--- config.mk ---
export PLATFORM = sky130hd
export DESIGN_NAME = demux18_dispatch_flat
export DESIGN_NICKNAME = d
export VERILOG_FILES = /design/src/rtl/demux18_dispatch_if.sv /design/src/rtl/demux18_dispatch.sv /design/src/flat_wrapper.sv
export SDC_FILE = /design/constraint.sdc
export NUM_CORES = 1
export LEC_CHECK = 0
export ABC_AREA = 1
export BUFFER_PORTS_ARGS = -buffer_cell sky130_fd_sc_hd__clkbuf_2
export CAP_MARGIN = 20
export CORE_MARGIN = 3
export CORE_UTILIZATION = 50
export CTS_BUF_LIST = sky130_fd_sc_hd__clkbuf_4 sky130_fd_sc_hd__clkbuf_8 sky130_fd_sc_hd__clkbuf_16
export CTS_CLUSTER_SIZE = 20
export DETAILED_ROUTE_END_ITERATION = 8
export PLACE_DENSITY_LB_ADDON = 0.25
export REMOVE_ABC_BUFFERS = 1
export SYNTH_ARGS = -nofsm -noshare
export SYNTH_HDL_FRONTEND = slang
export SYNTH_SLANG_ARGS = --single-unit
--- constraint.sdc ---
create_clock -name clk -period 3.5 [get_ports clk]
set_input_delay 0.175 -clock clk [delete_from_list [all_inputs] [get_ports clk]]
set_output_delay 0.175 -clock clk [all_outputs]
set_load 0.01 [all_outputs]
--- src/rtl/demux18_dispatch_if.sv ---
// Bus bundle for the 1:8 dispatch demux: upstream item handshake, per-channel
// downstream valid/ready, shared payload/select and status.
interface demux18_dispatch_if #(
  parameter int unsigned W = 8
);
  logic         in_valid;
  logic         in_ready;
  logic [W-1:0] in_data;
  logic [2:0]   in_dest;
  logic         mode;
  logic [7:0]   en_mask;
  logic [7:0]   out_valid;
  logic [7:0]   out_ready;
  logic [W-1:0] out_data;
  logic [2:0]   sel;
  logic [7:0]   drop_cnt;
  logic         busy;

  modport slave (
    input  in_valid, in_data, in_dest, mode, en_mask, out_ready,
    output in_ready, out_valid, out_data, sel, drop_cnt, busy
  );

  modport master (
    output in_valid, in_data, in_dest, mode, en_mask, out_ready,
    input  in_ready, out_valid, out_data, sel, drop_cnt, busy
  );
endinterface

--- src/rtl/demux18_dispatch.sv ---
// Single-item 1:8 dispatcher: routes an accepted item to an addressed or
// round-robin channel, with optional send timeout and saturating drop count.
module demux18_dispatch #(
  parameter int unsigned W       = 8,
  parameter int unsigned TIMEOUT = 16
) (
  input  logic                 clk,
  input  logic                 rst,
  demux18_dispatch_if.slave    bus
);

  localparam int unsigned CNT_W = 8;
  localparam logic [0:0] S_IDLE = 1'b0;
  localparam logic [0:0] S_SEND = 1'b1;
  localparam logic [CNT_W-1:0] TO_LAST = CNT_W'((TIMEOUT == 0) ? 0 : TIMEOUT - 1);

  logic [0:0]       state_q, state_d;
  logic [2:0]       sel_q, sel_d;
  logic [W-1:0]     data_q, data_d;
  logic [2:0]       ptr_q, ptr_d;
  logic [7:0]       drop_q, drop_d;
  logic [CNT_W-1:0] tcnt_q, tcnt_d;
  logic             rr_item_q, rr_item_d;
  logic [7:0]       out_valid_q, out_valid_d;
  logic             in_ready_q, in_ready_d;
  logic             busy_q, busy_d;

  logic             rr_found;
  logic [2:0]       rr_idx;
  logic [2:0]       tgt;
  logic             tgt_ok;
  logic             drop_ev;

  // First enabled channel at or after the round-robin pointer
  always_comb begin
    rr_found = 1'b0;
    rr_idx   = 3'd0;
    for (int i = 0; i < 8; i++) begin
      if (!rr_found && bus.en_mask[ptr_q + 3'(i)]) begin
        rr_found = 1'b1;
        rr_idx   = ptr_q + 3'(i);
      end
    end
  end

  always_comb begin
    state_d   = state_q;
    sel_d     = sel_q;
    data_d    = data_q;
    ptr_d     = ptr_q;
    drop_d    = drop_q;
    tcnt_d    = tcnt_q;
    rr_item_d = rr_item_q;
    drop_ev   = 1'b0;

    if (bus.mode) begin
      tgt    = rr_idx;
      tgt_ok = rr_found;
    end else begin
      tgt    = bus.in_dest;
      tgt_ok = bus.en_mask[bus.in_dest];
    end

    case (state_q)
      S_IDLE: begin
        if (bus.in_valid) begin
          if (tgt_ok) begin
            state_d   = S_SEND;
            sel_d     = tgt;
            data_d    = bus.in_data;
            tcnt_d    = '0;
            rr_item_d = bus.mode;
          end else begin
            drop_ev = 1'b1;
          end
        end
      end
      S_SEND: begin
        // A transfer always beats a coincident timeout
        if (bus.out_ready[sel_q]) begin
          state_d = S_IDLE;
          if (rr_item_q) ptr_d = sel_q + 3'd1;
        end else if (TIMEOUT != 0) begin
          if (tcnt_q == TO_LAST) begin
            state_d = S_IDLE;
            drop_ev = 1'b1;
          end else begin
            tcnt_d = tcnt_q + CNT_W'(1);
          end
        end
      end
      default: state_d = S_IDLE;
    endcase

    if (drop_ev && (drop_q != 8'hFF)) drop_d = drop_q + 8'd1;

    in_ready_d  = (state_d == S_IDLE);
    busy_d      = (state_d == S_SEND);
    out_valid_d = busy_d ? (8'd1 << sel_d) : 8'd0;
  end

  always_ff @(posedge clk) begin
    if (rst) begin
      state_q     <= S_IDLE;
      sel_q       <= '0;
      data_q      <= '0;
      ptr_q       <= '0;
      drop_q      <= '0;
      tcnt_q      <= '0;
      rr_item_q   <= 1'b0;
      out_valid_q <= '0;
      in_ready_q  <= 1'b1;
      busy_q      <= 1'b0;
    end else begin
      state_q     <= state_d;
      sel_q       <= sel_d;
      data_q      <= data_d;
      ptr_q       <= ptr_d;
      drop_q      <= drop_d;
      tcnt_q      <= tcnt_d;
      rr_item_q   <= rr_item_d;
      out_valid_q <= out_valid_d;
      in_ready_q  <= in_ready_d;
      busy_q      <= busy_d;
    end
  end

  assign bus.in_ready  = in_ready_q;
  assign bus.out_valid = out_valid_q;
  assign bus.out_data  = data_q;
  assign bus.sel       = sel_q;
  assign bus.drop_cnt  = drop_q;
  assign bus.busy      = busy_q;

endmodule

--- src/flat_wrapper.sv ---
// flat-port wrapper written by rule: the top's interface ports become plain ports
module demux18_dispatch_flat 
#(
  parameter int unsigned W       = 8,
  parameter int unsigned TIMEOUT = 16
)
  (clk, rst, bus_in_valid, bus_in_data, bus_in_dest, bus_mode, bus_en_mask, bus_out_ready, bus_in_ready, bus_out_valid, bus_out_data, bus_sel, bus_drop_cnt, bus_busy);
  demux18_dispatch_if #(.W(W)) bus_i ();
  input  logic clk;
  input  logic rst;
  input wire logic [$bits(bus_i.in_valid)-1:0] bus_in_valid;
  input wire logic [$bits(bus_i.in_data)-1:0] bus_in_data;
  input wire logic [$bits(bus_i.in_dest)-1:0] bus_in_dest;
  input wire logic [$bits(bus_i.mode)-1:0] bus_mode;
  input wire logic [$bits(bus_i.en_mask)-1:0] bus_en_mask;
  input wire logic [$bits(bus_i.out_ready)-1:0] bus_out_ready;
  output wire logic [$bits(bus_i.in_ready)-1:0] bus_in_ready;
  output wire logic [$bits(bus_i.out_valid)-1:0] bus_out_valid;
  output wire logic [$bits(bus_i.out_data)-1:0] bus_out_data;
  output wire logic [$bits(bus_i.sel)-1:0] bus_sel;
  output wire logic [$bits(bus_i.drop_cnt)-1:0] bus_drop_cnt;
  output wire logic [$bits(bus_i.busy)-1:0] bus_busy;
  assign bus_i.in_valid = bus_in_valid;
  assign bus_i.in_data = bus_in_data;
  assign bus_i.in_dest = bus_in_dest;
  assign bus_i.mode = bus_mode;
  assign bus_i.en_mask = bus_en_mask;
  assign bus_i.out_ready = bus_out_ready;
  assign bus_in_ready = bus_i.in_ready;
  assign bus_out_valid = bus_i.out_valid;
  assign bus_out_data = bus_i.out_data;
  assign bus_sel = bus_i.sel;
  assign bus_drop_cnt = bus_i.drop_cnt;
  assign bus_busy = bus_i.busy;
  demux18_dispatch #(.W(W), .TIMEOUT(TIMEOUT)) u_core (.clk(clk), .rst(rst), .bus(bus_i));
endmodule
=== Yosys cells after proc, flatten, opt, wreduce, memory -nomap -nowiden ===
Index checks and enable logic that the tools add are counted.

* Eq/ne operators: 6
* Magnitude comparators: 10
* Muxes and demuxes: 56
* Bitwise logic cells: 2
* $add $sub $neg: 10
* Reductions and logical operators: 19
* Shift-type cells: 1

{| class="wikitable"
|+ Operators with widths
! cell !! count
|-
| 3-bit by 4-bit less-than comparator with 1-bit output, second input constant || 10
|-
| 3-bit 2-to-1 mux || 12
|-
| 8-bit 2-to-1 mux || 4
|-
| 1-bit binary-select mux with 3-bit select || 10
|-
| 1-bit 2-to-1 mux || 27
|-
| 8-bit by 1-bit adder with 8-bit output, second input constant || 2
|-
| 8-bit one-hot mux with 2 select lines || 1
|-
| 3-bit adder, second input constant || 4
|-
| 8-bit by 4-bit == test with 1-bit output, second input constant || 1
|-
| 1-bit logical AND || 8
|-
| 8-bit inequality test, second input constant || 1
|-
| 1-bit by 3-bit << shifter with 8-bit output, first input constant || 1
|-
| 1-bit logical NOT || 7
|-
| 3-bit by 1-bit adder with 3-bit output, second input constant || 2
|-
| 3-bit by 2-bit adder with 3-bit output, second input constant || 2
|-
| 2-bit inequality test, second input constant || 3
|-
| 3-bit AND reduction || 2
|-
| 1-bit one-hot mux with 2 select lines || 2
|-
| 4-bit AND reduction || 1
|-
| 2-bit by 1-bit inequality test with 1-bit output, second input constant || 1
|-
| 1-bit NOT || 2
|-
| 2-bit OR reduction || 1
|}

* Output and inout port bits: 29
* Input bits: 31
* Register bits: 41

=== Depth between registers and ports, before layout ===
Gate-level depths: netlist (run 1).

* Word-level depth: 30
* Gate-level depth with buffers: 20
* Mapped depth without buffers: 19

=== Least setup slack after synthesis (run 1) ===
OpenSTA, ideal clock, no wires.

* Path type: flip-flop to flip-flop
* From: reg u_core.ptr_q[1]
* To: reg u_core.drop_q[0], in the netlist u_core.bus.drop_cnt[0]
* Stages on the path, launching flop included: 18
* Required time: 3387 ps
* Path buffers: 1
* Slack: 1008 ps
* Data arrival time: 2379 ps
* Clock period less this slack: 2492 ps
* Cells stage by stage: dfxtp_1 > buf_6 > clkinv_2 > ha_1 > inv_1 > nand3_1 > nand3_1 > nand2_2 > nor2_8 > nand4_4 > nor2_8 > nand3_2 > nand2_2 > nand2_2 > o21ai_4 > nand2_4 > o21ai_1 > nor2_1

* Longest elaborated chain between the ends: 29
* Elaborated cells between the ends (all ways): 50
* Classes of those cells: add/sub (7); mux (28); reduce/logical (15)

{| class="wikitable"
|+ Ends and longest elaborated chain
! element !! line !! RTL
|-
| from (decl) || demux18_dispatch.sv:20 || <nowiki>logic [2:0] ptr_q, ptr_d;</nowiki>
|-
| from (signal assigned) || demux18_dispatch.sv:118 || <nowiki>ptr_q <= ptr_d;</nowiki>
|-
| parallel branches: the longest is 23 deep, another holds 3-bit by 1-bit adder with 3-bit output || - ||
|-
| 1-bit 2-to-1 mux * || demux18_dispatch.sv:39 || <nowiki>if (!rr_found && bus.en_mask[ptr_q + 3'(i)]) begin</nowiki>
|-
| 1-bit 2-to-1 mux * || demux18_dispatch.sv:56 || <nowiki>if (bus.mode) begin</nowiki>
|-
| 1-bit 2-to-1 mux * || demux18_dispatch.sv:67 || <nowiki>if (tgt_ok) begin</nowiki>
|-
| 1-bit 2-to-1 mux * || demux18_dispatch.sv:66 || <nowiki>if (bus.in_valid) begin</nowiki>
|-
| 1-bit one-hot mux with 2 select lines * || demux18_dispatch.sv:64 || <nowiki>case (state_q)</nowiki>
|-
| 1-bit logical AND * || demux18_dispatch.sv:95 || <nowiki>if (drop_ev && (drop_q != 8'hFF)) drop_d = drop_q + 8'd1;</nowiki>
|-
| to (signal assigned) || demux18_dispatch.sv:119 || <nowiki>drop_q <= drop_d;</nowiki>
|-
| to (decl) || demux18_dispatch.sv:21 || <nowiki>logic [7:0] drop_q, drop_d;</nowiki>
|}

Mark *: on every way between the ends. The select of a mux whose other input is x is not followed.
A chain may end at the register's enable or synchronous reset.

=== Worst setup path in the final report (run 1) ===
* From: reg u_core.ptr_q[0]
* To: reg u_core.out_valid_q[5], in the netlist u_core.bus.out_valid[5]

* Longest elaborated chain between the ends: 30
* Elaborated cells between the ends (all ways): 64
* Classes of those cells: add/sub (7); shift (1); mux (40); bitwise (1); reduce/logical (15)

{| class="wikitable"
|+ Ends and longest elaborated chain
! element !! line !! RTL
|-
| parallel branches: the longest is 30 deep, another holds 3-bit by 1-bit adder with 3-bit output || - ||
|-
| to (signal assigned) || demux18_dispatch.sv:122 || <nowiki>out_valid_q <= out_valid_d;</nowiki>
|-
| to (decl) || demux18_dispatch.sv:24 || <nowiki>logic [7:0] out_valid_q, out_valid_d;</nowiki>
|}

Parallel ways; which one is timed is not known. The select of a mux whose other input is x is not followed.

==> out/qor.yml, run 1 <==
synthesis:
  yosysMostFrequentCell: "nand2_1"
  netlist.area_leader.share_pct: 30.75
  synth_cell_type_count: 37
  synth_common_cells: "nand2_1 (112), nor2_1 (51), dfxtp_1 (41), inv_1 (37), nand3_1 (37)"
  syn_inst: 401
  synth_area_per_cell_um2: 6.655
  synth_ff_type: "dfxtp_1"
  synthArstFlopShare_pct: 0
  synth_edf_count: 0
  synth_area_leaders: "dfxtp_1 (31%), nand2_1 (16%), nor2_1 (7.2%)"
  netlist_area_mm2: 0.002669
  yosysWarnings: 0
  ys_ff_latch: 41
  yosys.area.top_type: "dfxtp_1"
  ys_seq_area_share_pct: 30.75
power:
  powerDensity_mw_per_mm2: 383.3
  leakagePower_nw: 1.487
  total_power_w: 0.001195
  ir_worst_vdd_mv: 0.3088
timing:
  clock.fmax_mhz: 328.3
  fin_setup_tns_ns: 0
  skew_ns: 0.008685
  finalCritPeriodShare_pct: 87.02
  finalHoldViolations: 0
  whs_ns: 0.1055
  worst_pin_slew_ns: 0.6123
  setup_slack_ns: 0.4543
  rsz0062_at_grt: "no"
  setup_viol: 0
  slew_violations: 0
  min_period_ns: 3.046
  relSlewSlack_pct: 59.12
cts:
  cts_hold_buf: 0
  cts_tree: "yes"
  clkSinkCount: 41
  clock_tree.root_cell: "clkbuf_8"
  htree_levels: 2
  clock_path_buffers: 2
  cts_inserted_buffers: 5
  clk_latency_ns: 0.29
  clkTransAtPathRegs_ns: 0.07
  cts_resized: 0
  postCtsSetupRepairBufs: 0
die:
  die_h_um: 79.06
  io_pins: 60
  die-width_um: 79.06
  initial_core_util_pct: 54.00
  fp-row-count: 25
  core_area_mm2: 0.004942
  dieArea_mm2: 0.006250
setup_path:
  crit_fanout: 17
  cp.arrival_ns: 3.27
  cp-start-kind: "flip-flop"
  path_class: "reg -> reg"
  cp_data_required_time_ns: 3.73
  worst_setup_path_end_kind: "flip-flop"
place:
  place_inst: 520
  gp_congestion: 0.8707
  dp_hpwl_um: 4972
  port_buffers: 59
  pre_cts_slack_ns: 0.4962
cells_and_area:
  multiInputGateArea_mm2: 0.001625
  regArea_um2: 820.8
  fin_cells: 528
  fillCellCount: 496
  drive_gt1_share_pct: 21.69
  finalNetCount: 496
  area_growth_pct: 16.88
  n_antenna_cell: 0
outcome:
  status: "finished clean"
route:
  drtPass1Iterations: 4
  drt_iter0_drc: 166
  avgRoutedWirePerCell_um: 12.05
  ant_nets: 0
  drc: 0
  routed_wirelength_um: 6363
  post_drt_via_cell_ratio: 5.163
  num_vias: 2726
global_route:
  grt_max_degree: 26
  grt_use_total_pct: 22.27
  grt_pass1_wl_um: 11450
  grt_pass1_vias: 2668
  antenna_found_initial: 0
  grt_overflow: 0
job:
  max_cap_viol_count: 0
min_path:
  hp-class: "in -> reg"
## where the power goes
group          leakage (nW)  internal (W)  switching (W)
registers             0.333      0.000489      0.0000204
clock network        0.0619      0.000240       0.000160
logic                  1.09     0.0000948       0.000191
total                  1.49      0.000824       0.000372
## critical path: stages (launching register included)
cell and delay (ns):
dfxtp_1 0.56, inv_2 0.16, ha_1 0.43, inv_1 0.19, nand3_1 0.13, nand3_1 0.12
nand2_2 0.12, nor2_8 0.14, nand4_4 0.13, nor2_8 0.15, nand3_2 0.10, nand3_2 0.27
nor2_1 0.08, nand2_1 0.09, nand2_2 0.09, inv_2 0.06, nand2_1 0.06, nor2_1 0.09
## layer usage
metal	part of all wire, %	wire length, um	GRT usage [%]
met4	2.3	146	7.732
met1	45	2858	28.03
met3	5.1	325	4.308
met2	48	3032	37.88
met5	0	0	0
## cell families (layout without fill, tap and decap cells)
kind of cell	after synthesis	in the layout	synth area share, %
buffers and inverters	51	111	8.345
adder cells (fa/ha/maj)	5	5	2.344
XOR/XNOR	14	14	5.861
AO/OA/AOI/OAI	55	55	11.39
flip-flops	41	41	30.75
AND/OR/NAND/NOR	235	235	41.30
## registers in the layout (all words and copies together) (netlist names)
signal                flops
u_core.tcnt_q             8
u_core.state_q            1
u_core.rr_item_q          1
u_core.bus.in_ready       1
u_core.bus.out_data       8
u_core.bus.out_valid      8
u_core.bus.drop_cnt       8
u_core.ptr_q              3
u_core.bus.sel            3
## layout make-up
cell class / count / area share, %
Clock buffer: 7 / 2.888
Clock inverter: 1 / 0.9627
Inverter: 43 / 5.335
Multi-Input combinational cell: 309 / 52.11
Sequential cell: 41 / 26.31
Tap cell: 67 / 2.688
Timing Repair Buffer: 60 / 9.707
## layout by cell type (no fill, tap or decap), drive strengths merged, types with 3 or more instances in the layout
master  instances
nor3            5
o21ai          21
nor2           54
xor2            9
nand2         121
ha              5
a31oi           3
inv            41
dfxtp          41
nand4           7
clkbuf         66
nand3          44
a21oi          26
xnor2           5
o22ai           3
## stage by stage
step           instance area (um^2)  util [%]
2_1_floorplan                  2613         -
3_3_place_gp                   2999     60.68
3_5_place_dp                   2999     60.68
4_1_cts                        3119     63.11
5_1_grt                        3119     63.11
6_report                       3119     63.11
## final timing paths
kind                        endpoint  slack, ns  depth (start not counted)              startpoint
max          u_core.bus.out_valid[5]       0.45                         17         u_core.ptr_q[0]
min           u_core.bus.out_data[7]       0.11                          3          bus_in_data[7]
max reg2reg  u_core.bus.out_valid[5]       0.45                         17         u_core.ptr_q[0]
min reg2reg   u_core.bus.out_data[7]       0.47                          2  u_core.bus.out_data[7]
Note: power is estimated with default switching activity, not from simulation.
==> run 2: changes to the inputs <==
--- a/config.mk
+++ b/config.mk
@@ -8,10 +8,11 @@
 export ABC_AREA = 1
 export BUFFER_PORTS_ARGS = -buffer_cell sky130_fd_sc_hd__clkbuf_2
 export CAP_MARGIN = 20
+export CORE_ASPECT_RATIO = 1.75
 export CORE_MARGIN = 3
-export CORE_UTILIZATION = 50
+export CORE_UTILIZATION = 30
 export CTS_BUF_LIST = sky130_fd_sc_hd__clkbuf_4 sky130_fd_sc_hd__clkbuf_8 sky130_fd_sc_hd__clkbuf_16
-export CTS_CLUSTER_SIZE = 20
+export CTS_CLUSTER_SIZE = 30
 export DETAILED_ROUTE_END_ITERATION = 8
 export PLACE_DENSITY_LB_ADDON = 0.25
 export REMOVE_ABC_BUFFERS = 1
==> out/qor.yml, run 2 (same netlist as run 1, synthesis figures left out) <==
outcome:
  status: "finished clean"
route:
  avgRoutedWirePerCell_um: 12.74
  drc: 0
  num_vias: 2735
  drt_iter0_drc: 116
  ant_nets: 0
  routed_wirelength_um: 7336
  post_drt_via_cell_ratio: 4.748
  drtPass1Iterations: 4
place:
  dp_hpwl_um: 5937
  pre_cts_slack_ns: 0.4783
  gp_congestion: 1.029
  place_inst: 568
  port_buffers: 59
cells_and_area:
  fin_util_pct: 37.81
  fin_cells: 576
  fillCellCount: 976
  finalNetCount: 496
  area_growth_pct: 20.11
  drive_gt1_share_pct: 21.69
  final_cell_mix: "nand2_1 (112), clkbuf_2 (59), nor2_1 (51)"
  n_antenna_cell: 0
  final_common_cell: "nand2_1"
die:
  dieArea_mm2: 0.01011
  io_pins: 60
  core_area_mm2: 0.008478
  die_h_um: 130.8
  fp-row-count: 44
  initial_core_util_pct: 31.48
  die-width_um: 77.30
timing:
  whs_ns: 0.1139
  finalHoldViolations: 0
  min_period_ns: 3.043
  worst_pin_slew_ns: 0.6465
  setup_viol: 0
  relSlewSlack_pct: 56.84
  finalCritPeriodShare_pct: 86.95
  fin_setup_tns_ns: 0
  skew_ns: 0.005244
  setup_slack_ns: 0.4567
  clock.fmax_mhz: 328.6
  rsz0062_at_grt: "no"
  slew_violations: 0
cts:
  clock_tree.root_cell: "clkbuf_16"
  clkSinkCount: 41
  postCtsSetupRepairBufs: 0
  cts_tree: "yes"
  cts_hold_buf: 0
  clk_latency_ns: 0.28
  clkTransAtPathRegs_ns: 0.06
  cts_resized: 0
  cts_inserted_buffers: 5
  clock_path_buffers: 2
  htree_levels: 2
setup_path:
  path_class: "reg -> reg"
  crit_fanout: 17
  cp.arrival_ns: 3.22
  cp_data_required_time_ns: 3.68
  worst_setup_path_end_kind: "flip-flop"
  cp-start-kind: "flip-flop"
global_route:
  grt_overflow: 0
  grt_max_degree: 26
  grt_use_total_pct: 15.18
  grt_pass1_wl_um: 12100
  antenna_found_initial: 0
  grt_pass1_vias: 2673
power:
  power.internal_w: 0.0008489
  clockPowerShare_pct: 36.2
  p_seq_share_pct: 40.7
  p_sw_w: 0.0004074
  ir_worst_vdd_mv: 0.3027
  combPwrFrac_pct: 23.1
  powerDensity_mw_per_mm2: 391.9
  switching_share_pct: 32.43
  leakagePower_nw: 1.495
min_path:
  hp-class: "in -> reg"
job:
  max_cap_viol_count: 0
==> run 2: changes by cell type in the layout (fill, tap and decap cells not counted) <==
cell / change
clkbuf_4: -1
bufinv_16: -1
clkbuf_8: -6
clkbuf_16: +5
clkinv_2: +1
clkinvlp_4: +1
inv_6: +1
==> run 2: power groups by stage <==
stage	logic, W	clock network [W]	registers [W]
after CTS	0.000293	0.000471	0.000511
after floorplan	0.000187	0	0.000526
after global placement	0.000293	0	0.000522
after global routing	0.000329	0.000485	0.000514
after detailed placement	0.000293	0	0.000522
final	0.000290	0.000455	0.000511
==> run 2: path summary, 6_finish.rpt <==
| path | slack (ns) | to | from | cells after the start |
|---|---|---|---|---|
| max reg2reg | 0.46 | u_core.bus.out_valid[2] | u_core.ptr_q[0] | 16 |
| min | 0.11 | u_core.bus.out_data[1] | bus_in_data[1] | 3 |
| min reg2reg | 0.46 | u_core.rr_item_q | u_core.rr_item_q | 2 |
| max | 0.46 | u_core.bus.out_valid[2] | u_core.ptr_q[0] | 16 |
==> run 2: worst max-delay path: stages (launching register included) <==
cell     delay, ns
dfxtp_1       0.54
inv_2         0.16
ha_1          0.43
inv_1         0.18
nand3_1       0.12
nand2_1       0.07
nor2_1        0.04
a31oi_1       0.29
inv_2         0.11
nor2_8        0.16
nand3_2       0.10
nand3_2       0.29
a21oi_1       0.07
nand2_1       0.10
nand2_1       0.07
nand2_1       0.13
nor2_1        0.07
==> run 2: cell type report <==
type	count	area [um^2]	area share, %
sequential	41	820.8	25.61
clock buffer	5	125.1	3.903
multi-input combinational	309	1625	50.70
inverter	43	166.4	5.191
timing repair buffer	60	302.8	9.446
clock inverter	3	21.27	0.6635
tap	115	143.9	4.489
==> run 2: metrics by stage <==
step	total power (W)	area, um^2
CTS	0.001276	3206
detailed placement	0.0008145	3059
global route	0.001328	3206
floorplan	0.0007129	2613
finish	0.001256	3206
global placement	0.0008146	3059
==> run 2: metal layers <==
layer / routed length [um] / global-route usage (%) / share of wire [%] / up-vias
li1: - / - / - / 1421
met1: 2709 / 14.58 / 37 / 1220
met2: 4161 / 30.46 / 57 / 77
met3: 278 / 2.332 / 3.8 / 17
met4: 188 / 8.071 / 2.6 / 0
met5: 0 / 0 / 0 / -
